[config.mk]
export PLATFORM = sky130hd
export DESIGN_NAME = uart_rx_stream
export DESIGN_NICKNAME = d
export VERILOG_FILES = /design/src/rtl/uart_rx_pkg.sv /design/src/rtl/uart_rx_sync_fifo.sv /design/src/rtl/uart_rx_stream.sv
export SDC_FILE = /design/constraint.sdc
export NUM_CORES = 1
export LEC_CHECK = 0
export ABC_AREA = 1
export CAP_MARGIN = 20
export CORE_MARGIN = 2
export CORE_UTILIZATION = 30
export DETAILED_ROUTE_END_ITERATION = 8
export SYNTH_ARGS = -nofsm -noshare
export SYNTH_HDL_FRONTEND = slang
export SYNTH_HIERARCHICAL = 1
export SYNTH_SLANG_ARGS = --single-unit
export TNS_END_PERCENT = 20
[constraint.sdc]
create_clock -name clk -period 6.1 [get_ports clk]
set_clock_uncertainty 0.05 [all_clocks]
set_input_delay 1.525 -clock clk [delete_from_list [all_inputs] [get_ports clk]]
set_output_delay 1.525 -clock clk [all_outputs]
set_load 0.05 [all_outputs]
[src/rtl/uart_rx_pkg.sv]
// ---------------------------------------------------------------------------
// uart_rx_pkg
// Shared definitions for the uart_rx_stream receiver:
//   - FSM state encoding (3 bits) as localparams
//   - calc_div  : system clocks per oversampling tick, CLK_HZ/(BAUD*OVS)
//   - cnt_width : counter width able to hold 0..n-1 (never below 1 bit)
// ---------------------------------------------------------------------------
package uart_rx_pkg;

    localparam int STATE_W = 3;

    localparam logic [STATE_W-1:0] ST_IDLE   = 3'd0;
    localparam logic [STATE_W-1:0] ST_START  = 3'd1;
    localparam logic [STATE_W-1:0] ST_DATA   = 3'd2;
    localparam logic [STATE_W-1:0] ST_PARITY = 3'd3;
    localparam logic [STATE_W-1:0] ST_STOP   = 3'd4;
    localparam logic [STATE_W-1:0] ST_BREAK  = 3'd5;

    // Integer division; clamped to 1 so a too-fast baud still yields a
    // legal (every-clock) tick instead of a zero-width counter.
    function automatic int calc_div(input int clk_hz, input int baud, input int ovs);
        int d;
        d = clk_hz / (baud * ovs);
        return (d < 1) ? 1 : d;
    endfunction

    function automatic int cnt_width(input int n);
        return (n <= 2) ? 1 : $clog2(n);
    endfunction

endpackage

[src/rtl/uart_rx_sync_fifo.sv]
// ---------------------------------------------------------------------------
// uart_rx_sync_fifo
// Single-clock FIFO with show-ahead read (rdata is the head, combinational).
// Parameters: WIDTH data width, DEPTH entries (power of 2, >= 2).
// Ports:
//   clk, rst   clock, asynchronous active-high reset (clears storage too)
//   push       write wdata at the tail
//   pop        drop the head (ignored when empty)
//   wdata      write data
//   rdata      current head
//   count      entries held, 0..DEPTH
//   full/empty derived from count
// A push while full is accepted only if a pop happens in the same cycle;
// otherwise it is ignored and the contents stay unchanged.
// ---------------------------------------------------------------------------
module uart_rx_sync_fifo #(
    parameter int WIDTH = 8,
    parameter int DEPTH = 16
) (
    input  logic                     clk,
    input  logic                     rst,
    input  logic                     push,
    input  logic                     pop,
    input  logic [WIDTH-1:0]         wdata,
    output logic [WIDTH-1:0]         rdata,
    output logic [$clog2(DEPTH):0]   count,
    output logic                     full,
    output logic                     empty
);

    localparam int AW = $clog2(DEPTH);
    localparam int CW = AW + 1;

    logic [WIDTH-1:0] mem [DEPTH];
    logic [AW-1:0]    wr_ptr;
    logic [AW-1:0]    rd_ptr;
    logic             pop_ok;
    logic             push_ok;

    assign full    = (count == CW'(DEPTH));
    assign empty   = (count == '0);
    assign pop_ok  = pop && !empty;
    assign push_ok = push && (!full || pop_ok);
    assign rdata   = mem[rd_ptr];

    // Pointers are AW bits wide, so they wrap modulo DEPTH on their own.
    always_ff @(posedge clk or posedge rst) begin
        if (rst) begin
            wr_ptr <= '0;
            rd_ptr <= '0;
            count  <= '0;
            for (int i = 0; i < DEPTH; i++) begin
                mem[i] <= '0;
            end
        end else begin
            if (push_ok) begin
                mem[wr_ptr] <= wdata;
                wr_ptr      <= wr_ptr + 1'b1;
            end
            if (pop_ok) begin
                rd_ptr <= rd_ptr + 1'b1;
            end
            case ({push_ok, pop_ok})
                2'b10:   count <= count + 1'b1;
                2'b01:   count <= count - 1'b1;
                default: count <= count;
            endcase
        end
    end

endmodule

[src/rtl/uart_rx_stream.sv]
// ---------------------------------------------------------------------------
// uart_rx_stream
// UART receiver with oversampled mid-bit sampling, start-glitch rejection,
// break handling and a receive FIFO presented as a valid/ready stream.
// Optional feature macro: UART_RX_PARITY_EN (adds one parity bit per frame).
//
// Ports:
//   clk         system clock
//   rst         asynchronous reset, active-high
//   rx          serial input, idles high (synchronised internally)
//   m_valid     FIFO not empty, m_data holds the head
//   m_ready     consumer takes m_data this cycle
//   m_data      FIFO head, first received bit at bit 0
//   fifo_count  entries currently held
//   overrun     1-clk pulse: completed byte dropped, FIFO full
//   frame_err   1-clk pulse: stop bit sampled low
//   parity_err  1-clk pulse: parity mismatch (constant 0 without the macro)
//
// Stream handshake: a transfer happens on every clock edge where
// m_valid && m_ready; m_data is held stable while m_valid && !m_ready,
// and m_valid never drops without a transfer.
// ---------------------------------------------------------------------------
module uart_rx_stream
    import uart_rx_pkg::*;
#(
    parameter int CLK_HZ     = 100_000_000,
    parameter int BAUD       = 9600,
    parameter int OVS        = 16,
    parameter int DATA_BITS  = 8,
    parameter int FIFO_DEPTH = 16,
    parameter int PARITY_ODD = 0
) (
    input  logic                          clk,
    input  logic                          rst,
    input  logic                          rx,
    output logic                          m_valid,
    input  logic                          m_ready,
    output logic [DATA_BITS-1:0]          m_data,
    output logic [$clog2(FIFO_DEPTH):0]   fifo_count,
    output logic                          overrun,
    output logic                          frame_err,
    output logic                          parity_err
);

    localparam int DIV = calc_div(CLK_HZ, BAUD, OVS);
    localparam int DW  = cnt_width(DIV);
    localparam int CW  = cnt_width(OVS);
    localparam int BW  = cnt_width(DATA_BITS);

    localparam logic [DW-1:0] DIV_LAST  = DW'(DIV - 1);
    localparam logic [CW-1:0] CNT_LAST  = CW'(OVS - 1);
    localparam logic [CW-1:0] CNT_HALF  = CW'(OVS / 2 - 1);
    localparam logic [BW-1:0] BIT_LAST  = BW'(DATA_BITS - 1);

    // Elaboration-time parameter sanity checks.
    if ((OVS < 4) || ((OVS % 2) != 0)) begin : g_chk_ovs
        $error("uart_rx_stream: OVS must be even and at least 4");
    end
    if ((DATA_BITS < 5) || (DATA_BITS > 8)) begin : g_chk_bits
        $error("uart_rx_stream: DATA_BITS must be 5..8");
    end
    if ((FIFO_DEPTH < 2) || ((FIFO_DEPTH & (FIFO_DEPTH - 1)) != 0)) begin : g_chk_depth
        $error("uart_rx_stream: FIFO_DEPTH must be a power of 2, at least 2");
    end
    if ((PARITY_ODD != 0) && (PARITY_ODD != 1)) begin : g_chk_par
        $error("uart_rx_stream: PARITY_ODD must be 0 or 1");
    end

    // ---------------- input synchroniser (idle-high reset) ----------------
    logic rx_meta;
    logic rx_s;

    always_ff @(posedge clk or posedge rst) begin
        if (rst) begin
            rx_meta <= 1'b1;
            rx_s    <= 1'b1;
        end else begin
            rx_meta <= rx;
            rx_s    <= rx_meta;
        end
    end

    // ---------------- free-running oversampling tick ----------------
    logic [DW-1:0] div_cnt;
    logic          tick;

    assign tick = (div_cnt == DIV_LAST);

    always_ff @(posedge clk or posedge rst) begin
        if (rst) begin
            div_cnt <= '0;
        end else if (tick) begin
            div_cnt <= '0;
        end else begin
            div_cnt <= div_cnt + 1'b1;
        end
    end

    // ---------------- receive FSM ----------------
    logic [STATE_W-1:0]   state;
    logic [STATE_W-1:0]   state_next;
    logic [CW-1:0]        cnt;
    logic [CW-1:0]        cnt_next;
    logic [BW-1:0]        bit_idx;
    logic [BW-1:0]        bit_idx_next;
    logic [DATA_BITS-1:0] shreg;
    logic [DATA_BITS-1:0] shreg_next;
    logic                 parity_ok;
    logic                 stop_sample;
    logic                 push;
    logic                 frame_err_d;
    logic                 fifo_full;
    logic                 fifo_empty;
    logic                 pop;

`ifdef UART_RX_PARITY_EN
    localparam logic PAR_ODD = (PARITY_ODD != 0);
    logic par_bit;
    logic par_bit_next;
    logic parity_err_d;
`endif

    // State register
    always_ff @(posedge clk or posedge rst) begin
        if (rst) begin
            state   <= ST_IDLE;
            cnt     <= '0;
            bit_idx <= '0;
            shreg   <= '0;
`ifdef UART_RX_PARITY_EN
            par_bit <= 1'b0;
`endif
        end else begin
            state   <= state_next;
            cnt     <= cnt_next;
            bit_idx <= bit_idx_next;
            shreg   <= shreg_next;
`ifdef UART_RX_PARITY_EN
            par_bit <= par_bit_next;
`endif
        end
    end

    // Next-state logic. cnt counts ticks within the current bit; the start
    // bit is confirmed half a bit in, so every later sample at cnt==OVS-1
    // lands in the middle of its bit.
    always_comb begin
        state_next   = state;
        cnt_next     = cnt;
        bit_idx_next = bit_idx;
        shreg_next   = shreg;
`ifdef UART_RX_PARITY_EN
        par_bit_next = par_bit;
`endif
        case (state)
            ST_IDLE: begin
                cnt_next = '0;
                if (tick && !rx_s) begin
                    state_next = ST_START;
                end
            end
            ST_START: begin
                if (tick) begin
                    if (cnt == CNT_HALF) begin
                        cnt_next     = '0;
                        bit_idx_next = '0;
                        // Line back high before mid-start: a glitch, drop it silently.
                        state_next   = rx_s ? ST_IDLE : ST_DATA;
                    end else begin
                        cnt_next = cnt + 1'b1;
                    end
                end
            end
            ST_DATA: begin
                if (tick) begin
                    if (cnt == CNT_LAST) begin
                        cnt_next     = '0;
                        // LSB-first: shift right, newest bit enters at the MSB.
                        shreg_next   = {rx_s, shreg[DATA_BITS-1:1]};
                        bit_idx_next = bit_idx + 1'b1;
                        if (bit_idx == BIT_LAST) begin
`ifdef UART_RX_PARITY_EN
                            state_next = ST_PARITY;
`else
                            state_next = ST_STOP;
`endif
                        end
                    end else begin
                        cnt_next = cnt + 1'b1;
                    end
                end
            end
`ifdef UART_RX_PARITY_EN
            ST_PARITY: begin
                if (tick) begin
                    if (cnt == CNT_LAST) begin
                        cnt_next     = '0;
                        par_bit_next = rx_s;
                        state_next   = ST_STOP;
                    end else begin
                        cnt_next = cnt + 1'b1;
                    end
                end
            end
`endif
            ST_STOP: begin
                if (tick) begin
                    if (cnt == CNT_LAST) begin
                        cnt_next   = '0;
                        state_next = rx_s ? ST_IDLE : ST_BREAK;
                    end else begin
                        cnt_next = cnt + 1'b1;
                    end
                end
            end
            ST_BREAK: begin
                // Hold off until the line is released so a long low level
                // cannot be read as a string of all-zero frames.
                cnt_next = '0;
                if (rx_s) begin
                    state_next = ST_IDLE;
                end
            end
            default: begin
                state_next = ST_IDLE;
                cnt_next   = '0;
            end
        endcase
    end

`ifdef UART_RX_PARITY_EN
    assign parity_ok = (par_bit == ((^shreg) ^ PAR_ODD));
`else
    assign parity_ok = 1'b1;
`endif

    // Output decode. A low stop bit is a framing error and masks any
    // parity result for that frame.
    always_comb begin
        stop_sample  = (state == ST_STOP) && tick && (cnt == CNT_LAST);
        push         = stop_sample && rx_s && parity_ok;
        frame_err_d  = stop_sample && !rx_s;
`ifdef UART_RX_PARITY_EN
        parity_err_d = stop_sample && rx_s && !parity_ok;
`endif
    end

    // ---------------- receive FIFO and stream side ----------------
    assign m_valid = !fifo_empty;
    assign pop     = m_valid && m_ready;

    uart_rx_sync_fifo #(
        .WIDTH (DATA_BITS),
        .DEPTH (FIFO_DEPTH)
    ) u_fifo (
        .clk   (clk),
        .rst   (rst),
        .push  (push),
        .pop   (pop),
        .wdata (shreg),
        .rdata (m_data),
        .count (fifo_count),
        .full  (fifo_full),
        .empty (fifo_empty)
    );

    // Error pulses are registered so they are glitch-free single-clock
    // strobes aligned with the cycle in which a push would have shown up.
    always_ff @(posedge clk or posedge rst) begin
        if (rst) begin
            overrun   <= 1'b0;
            frame_err <= 1'b0;
        end else begin
            overrun   <= push && fifo_full && !pop;
            frame_err <= frame_err_d;
        end
    end

`ifdef UART_RX_PARITY_EN
    always_ff @(posedge clk or posedge rst) begin
        if (rst) begin
            parity_err <= 1'b0;
        end else begin
            parity_err <= parity_err_d;
        end
    end
`else
    assign parity_err = 1'b0;
`endif

endmodule

==> After elaboration in Yosys (flattened, before gate mapping) <==
Index checks and enable logic that the tools add are counted.
{ "totals": {"latchBits": 0, "romBits": 0, "mem_bits_rw": 0, "out_inout_bits": 17, "memories": 0, "wordCells": 116, "register_bits": 173, "in_bits": 4} }
{ "op_classes": {"mux": 30, "n_eq_ne": 21, "bitwise": 2, "magnitude_cmp": 3, "n_div": 0, "n_shift": 0, "addsub": 7, "mul": 0, "n_reduce_logical": 25} }
{ "ops": {"columns": ["cell", "count"], "rows": [
  ["$bwmux W128", 1],
  ["$mux W3", 14],
  ["$bmux W8 S4", 1],
  ["$demux W8 S4", 1],
  ["$mux W8", 3],
  ["$ne A2 B2 Y1 const B", 9],
  ["$mux W4", 4],
  ["$pmux W3 S5", 1],
  ["$add A4 B1 Y4 const B", 3],
  ["$logic_and A1 B1 Y1", 11],
  ["$add A10 B1 Y10 const B", 1],
  ["$eq A10 B10 Y1 const B", 1],
  ["$ge A5 B5 Y1 const B", 2],
  ["$mux W10", 1],
  ["$not A4 Y5", 2],
  ["$pmux W5 S2", 1],
  ["$eq A3 B3 Y1 const B", 3],
  ["$reduce_and A9 Y1", 1],
  ["$pmux W4 S2", 1],
  ["$pmux W3 S2", 1],
  ["$add A5 B1 Y5 const B", 1],
  ["$eq A5 B5 Y1 const B", 1],
  ["$logic_not A5 Y1", 1],
  ["$lt A5 B1 Y1 const B", 1],
  ["other kinds (18)", 22]
]} }

==> Depth between registers and ports, before layout <==
Gate-level depths: netlist (run 1).
{ "depth": {"word_depth": 8, "depth_mapped": 19, "mapped_depth_nobuf": 19} }

==> By module <==
The synthesis (run 1) kept the hierarchy.
{ "by_module_without_submodules": {"columns": ["mod", "n_inst", "seq_area_each_um2", "area_each_um2", "cells_per_inst"], "rows": [
  ["uart_rx_sync_fifo", 1, 3528.4, 6797.8, 784],
  ["uart_rx_stream", 1, 803.3, 1646.6, 201]
]} }

==> Worst setup path after synthesis (run 1) <==
OpenSTA, ideal clock, no wires.
{ "synth_timing": {"path_kind": "register -> output", "from": "register u_fifo.rd_ptr[0]", "to": "output m_data[0]", "slack_ps": 2904, "arrival_ps": 1621, "path_buffers": 3, "stages_incl_launch_ff": 9, "t_required_ps": 4525, "cell_sequence": "dfrtp_1 -> buf_2 -> inv_1 -> buf_2 -> buf_2 -> nor2_1 -> o211ai_1 -> nand3_1 -> nand2_1"} }
{ "synth_between": {"elab_chain_len": 4} }
{ "synth_lines": {"columns": ["element", "line_no", "rtl"], "rows": [
  ["from (decl)", "uart_rx_sync_fifo.sv:36", "logic [AW-1:0] rd_ptr;"],
  ["from (signal assigned)", "uart_rx_sync_fifo.sv:61", "rd_ptr <= rd_ptr + 1'b1;"],
  ["$not A4 Y5 (implied by the code)", "uart_rx_sync_fifo.sv:44", "assign rdata = mem[rd_ptr];"],
  ["$bmux W8 S4", "uart_rx_sync_fifo.sv:44", null],
  ["$mux W8 (implied by the code) (2 in series)", "uart_rx_sync_fifo.sv:44", null],
  ["to (decl)", "uart_rx_stream.sv:38", "output logic [DATA_BITS-1:0] m_data,"]
]} }
No other way between the ends. The select of a mux whose other input is x is not followed.

==> Final worst setup path (run 1) <==
{ "layout_timing": {"from": "register u_fifo.rd_ptr[2]", "to": "output m_data[0]"} }
Same word-level chain as after synthesis.

==> results of run 1 <==
-- kinds of logic after synthesis --
group / share of synthesized area, %
xor+xnor: 1.45
flops: 51.3
simple gates: 20.8
other cells: 0.0444
compound gates: 16.7
buf+inv: 7.53
fa+ha+maj: 2.16
-- routing by layer --
layer,wire (µm),global-route usage [%],up-vias
met5,0,0,-
met4,299,4.53,0
met3,638,2.39,21
met2,8840,21.6,113
met1,9450,19.5,3138
li1,-,-,3205
-- state kept, by name, summed over array words and instances, names as in the netlist --
name,count
cnt,4
rx_s,1
u_fifo/wr_ptr,4
u_fifo/rd_ptr,4
div_cnt,10
rx_meta,1
shreg,8
u_fifo/count,5
state,3
overrun,1
frame_err,1
u_fifo/mem,128
bit_idx,3
-- power groups by stage --
stage               combinational [µW]  clock, µW  sequential [µW]
floorplan                          867          0             1280
global placement                  1220          0             1290
detailed placement                1220          0             1290
CTS                               1220       1140             1270
global route                      1350       1180             1280
finish                            1220       1110             1270
-- final cells by class --
cell class | instances | area share (%)
repair buffers | 24 | 2.42
multi-input cells | 684 | 36.9
clock inverters | 15 | 2.10
inverters | 75 | 3.07
flip-flops and latches | 173 | 46.0
clock buffers | 17 | 4.51
well taps | 378 | 5.02
-- cells in the final DEF (no fill, tap or decap), types with 3 or more instances in the layout --
cell type / n
o21ai_2: 6
nand2_2: 3
ha_1: 13
nor3_1: 4
inv_1: 65
nor2_2: 3
nand2_1: 197
o21ai_1: 6
inv_6: 4
o211ai_1: 32
nand2_8: 8
clkbuf_16: 17
buf_4: 5
inv_2: 7
dfrtp_1: 170
nor2_1: 132
nand4_1: 6
a21oi_1: 16
clkdlybuf4s50_1: 19
nand3_1: 36
clkinv_8: 6
xor2_1: 13
o21ai_0: 198
-- worst min-delay path by stage --
stage / to / slack, ps
after floorplan: rx_s / 300
after global placement: rx_s / 300
after detailed placement: rx_s / 300
after CTS: rx_s / 310
after global routing: rx_s / 320
final: rx_s / 310
-- stage by stage --
stage | cell area, µm² | total power [µW] | utilization (%)
final | 9420 | 3600 | 33.9
after global routing | 9420 | 3810 | 33.9
after CTS | 9420 | 3630 | 33.9
after detailed placement | 8800 | 2510 | 31.7
after global placement | 8800 | 2510 | 31.7
after floorplan | 8440 | 2150 | -
==> impl_metrics.toml, run 1 <==
[cells_and_area]
synthToLayoutAreaGrowth_pct = 11.6
fin_cells = 1366
regArea_mm2 = 0.00433
drive_gt1_share_pct = 7.59
multi_input_area_mm2 = 0.00348
antennaDiodeCount = 0
layout.nets = 993
fill_cells = 2854

[power_and_ir_drop]
p_clk_share_pct = 30.9
sequentialPowerShare_pct = 35.2
total_leakage_power_uw = 0.00412
ir_drop_uv = 261
p_sw_share_pct = 40.0
internal-power_uw = 2160
p_switching_uw = 1440
combPwrFrac_pct = 33.9
power_density_mw_per_mm2 = 382

[clocking]
tritoncts = "yes"
cts_max_level = 4
cts_buffer_depth = 2
post_cts_buffers = 0
cts_sinks = 173
hold_buffers = 0
path_clk_slew_ps = 80
ctsResizeCount = 0
cts_buffers = 17
worstSkewPairLatency_ps = 440
root_buffer = "clkbuf_16"

[floorplan]
ios = 21
rows = 61
die-area_mm2 = 0.0295
start_util_pct = 30.4
fp.coreArea_mm2 = 0.0278
die_w_um = 172
fp.dieH_um = 172

[flow_run]
drv_cap = 0

[worst_setup_path]
cp_slowest_cell = "dfrtp_1"
critPathRequiredTime_ps = 4530
worstPathMaxFanout = 18
crit_end = "m_data[0]"
start_kind = "flip-flop"
cp-startpoint = "u_fifo/rd_ptr[2]"
r2r_setup_slack_ps = 2910
arrival_ps = 3400
worst-r2r-cell-count = 13
worstReg2RegStart = "div_cnt[0]"
reg2reg_to = "u_fifo/mem[72]"
criticalPathCategory = "flip-flop to primary output"
crit_family = "buffers and inverters"
worst-path-stages = 5
end_kind = "primary output"
path_cells = "clkinv_1 > o211ai_1 > nand3_1 > nand2_1 > clkdlybuf4s50_1"
cp_num_buf_inv = 2
cp_slowest_stage_delay_ps = 820

[global_route]
grt_pass1_wl_um = 32300
overflow = 0
grt_usage_pct = 13.8
grt_antenna_before_repair = 0
grt_max_degree = 74
grt_pass1_vias = 6148

[place]
routabilityCongestion = 0.797
dp_cells = 1334
hpwl_um = 12500
io_buffers = 19
place_ws_ps = 1580

[synthesis]
synthTopCellsByArea = "dfrtp_1 (51%), o21ai_0 (12%), nand2_1 (8.8%), nor2_1 (5.9%), inv_1 (3.0%)"
netlist_top_cells_count = "o21ai_0 (198), nand2_1 (197), dfrtp_1 (171)"
synth_warnings = 6
syn_area_per_cell_um2 = 8.57
synth_area_leader_cell = "dfrtp_1"
syn_nets = 1003
yosys.area.top_type_share_pct = 50.7
synth.distinct_cells = 37
syn_inst = 985
synth_edf_count = 0
syn_area_mm2 = 0.00844
synth_top_flop_cell = "dfrtp_1"
post-synth-top-count-cell = "o21ai_0"
async_flop_share_pct = 100
ys_seq_area_share_pct = 51.3
ys_ff_latch = 173

[worst_hold_path]
hold_start = "rx_meta"
hold_path.class = "flip-flop to flip-flop"
whs_path_depth = 0

[route]
wl_um = 19200
wl_per_cell_um = 14.1
final_antenna_net_count = 0
drt_iter0_drc = 568
drc = 0
firstDrtPassIters = 7
vias = 6477
viasPerCell = 4.74

[sta]
holdWs_ps = 308
timing.final.crit_share_pct = 81.6
slew_violations = 0
layout_setup_ws_ps = 1120
hold_viol = 0
relSlewSlack_pct = 29.1
setup_viol = 0
tightestPinTransition_ps = 1060
fmax_mhz = 201
tns_ps = 0
rsz0062_at_grt = "false"
fin_crit_ps = 4980

[status]
status = "completed"
No activity file was read; power rests on OpenSTA's default activity.
==> run 2: changes to the inputs <==
clock period = 4.59 ns   (was 6.1 ns; I/O delays follow)
==> impl_metrics.toml, run 2 (synthesis results as in run 1) <==
[clocking]
post_cts_buffers = 0
cts_buffer_depth = 2
cts_max_level = 4
path_clk_slew_ps = 80
cts_buffers = 17
cts_sinks = 173
worstSkewPairLatency_ps = 440
tritoncts = "yes"
root_buffer = "clkbuf_16"
ctsResizeCount = 0
hold_buffers = 0

[sta]
fin_crit_ps = 4180
hold_viol = 0
timing.final.crit_share_pct = 91.2
rsz0062_at_grt = "false"
fmax_mhz = 239
layout_setup_ws_ps = 406
tightestPinTransition_ps = 1090
tns_ps = 0
slew_violations = 0
setup_viol = 0
relSlewSlack_pct = 27.2

[worst_hold_path]
hold-path-endpoint = "rx_s"
hold_path.class = "flip-flop to flip-flop"
whs_path_depth = 0
hold_start = "rx_meta"

[power_and_ir_drop]
total_leakage_power_uw = 0.00415
p_sw_share_pct = 40.1
combPwrFrac_pct = 37.0
ir_drop_uv = 250
p_clk_share_pct = 29.1
power_density_mw_per_mm2 = 518
sequentialPowerShare_pct = 34.0
internal-power_uw = 2940
p_switching_uw = 1960

[route]
viasPerCell = 4.73
vias = 6475
wl_um = 20100
drc = 0
drt_iter0_drc = 491
final_antenna_net_count = 0
wl_per_cell_um = 14.7
firstDrtPassIters = 5

[cells_and_area]
drive_gt1_share_pct = 8.47
layout.nets = 997
final_cell_mix = "o21ai_0 (198), nand2_1 (197), dfrtp_1 (170)"
antennaDiodeCount = 0
final_common_cell = "o21ai_0"
fill_cells = 2853
largest-register = "u_fifo/mem"
largest_reg_flops = 128
synthToLayoutAreaGrowth_pct = 12.0
top_regs = "u_fifo/mem: 128 flops, div_cnt: 10 flops, shreg: 8 flops"

[flow_run]
drv_cap = 0

[worst_setup_path]
path_cells = "buf_4 > nor2_1 > o21ai_0 > o211ai_1 > nand3_1 > nand2_1 > clkdlybuf4s50_1"
critPathRequiredTime_ps = 3390
r2r_setup_slack_ps = 1290
arrival_ps = 2990
criticalPathCategory = "flip-flop to primary output"
worst-r2r-cell-count = 12
crit_family = "flip-flops"
worstReg2RegStart = "div_cnt[0]"
worstPathMaxFanout = 30
start_kind = "flip-flop"
reg2reg_to = "u_fifo/mem[95]"
cp_slowest_cell = "dfrtp_1"
end_kind = "primary output"
worst-path-stages = 7
cp_slowest_stage_delay_ps = 1070
cp_num_buf_inv = 2

[floorplan]
fp.coreArea_mm2 = 0.0278
start_util_pct = 30.4
ios = 21
fp.dieH_um = 172
rows = 61
die-area_mm2 = 0.0295
die_w_um = 172

[status]
status = "completed"

[place]
place_ws_ps = 903
io_buffers = 19
hpwl_um = 13000
routabilityCongestion = 0.825

[global_route]
grt_antenna_before_repair = 0
grt_max_degree = 73
grt_usage_pct = 14.6
overflow = 0
grt_pass1_vias = 6390
grt_pass1_wl_um = 33700
==> run 2: cell count changes in the layout (fill, tap and decap cells not counted), sizes merged <==
cell / previous run / this run
clkdlybuf4s50: 19 / 13
clkinvlp: 1 / 2
clkbuf: 17 / 19
inv: 79 / 82
clkinv: 9 / 4
buf: 5 / 15
bufinv: 1 / 0
==> run 2: area by class of cell <==
cell class,count,area (µm²),area share (%)
repair buffers,28,305,3.23
multi-input cells,684,3480,36.8
well taps,378,473,5.00
clock buffers,19,443,4.68
clock inverters,13,139,1.47
flip-flops and latches,173,4330,45.8
inverters,75,288,3.04
==> run 2: stage by stage <==
stage | cells | instance area (µm²) | total power, µW | util (%) | hold slack [ps]
3_5_place_dp | 1338 | 8880 | 3500 | 31.9 | 297
5_1_grt | 1370 | 9460 | 5170 | 34.0 | 317
3_3_place_gp | 1338 | 8880 | 3490 | 31.9 | 298
4_1_cts | 1370 | 9460 | 4950 | 34.0 | 309
6_report | 1370 | 9460 | 4900 | 34.0 | 308
2_1_floorplan | 985 | 8450 | 2860 | - | 295
==> run 2: power by group through the flow <==
stage | Combinational [µW] | Sequential [µW] | Clock (µW)
finish | 1810 | 1660 | 1430
global route | 1970 | 1670 | 1520
CTS | 1820 | 1660 | 1460
detailed placement | 1810 | 1690 | 0
global placement | 1800 | 1690 | 0
floorplan | 1150 | 1710 | 0
==> run 2: how the worst max path moves through the flow <==
stage	startpoint	to
floorplan	rst	u_fifo/count[0]
global placement	u_fifo/rd_ptr[1]	m_data[6]
detailed placement	u_fifo/rd_ptr[1]	m_data[5]
CTS	u_fifo/rd_ptr[1]	m_data[5]
global route	u_fifo/rd_ptr[1]	m_data[5]
finish	u_fifo/rd_ptr[1]	m_data[5]
==> run 2: worst reg2reg max path, stage by stage (launching register included) <==
cell	delay, ps
dfrtp_1	430
inv_1	80
ha_1	130
nand2_1	50
nor2_1	200
nand3_4	170
inv_2	160
nand4_1	170
nor2_1	340
o21ai_4	140
inv_4	400
nand2_1	520
o21ai_0	360
==> run 2: routing by layer <==
| layer | global-route usage (%) | wire [µm] |
|---|---|---|
| met1 | 19.8 | 9450 |
| met2 | 23.6 | 9420 |
| met3 | 3.11 | 901 |
| met4 | 4.38 | 333 |
| met5 | 0 | 0 |
==> run 3: changes to the inputs <==
GPL_ROUTABILITY_DRIVEN = 0   (was default)
==> results of run 3 <==
Final layout, timing and power as in run 2 (identical DEF).
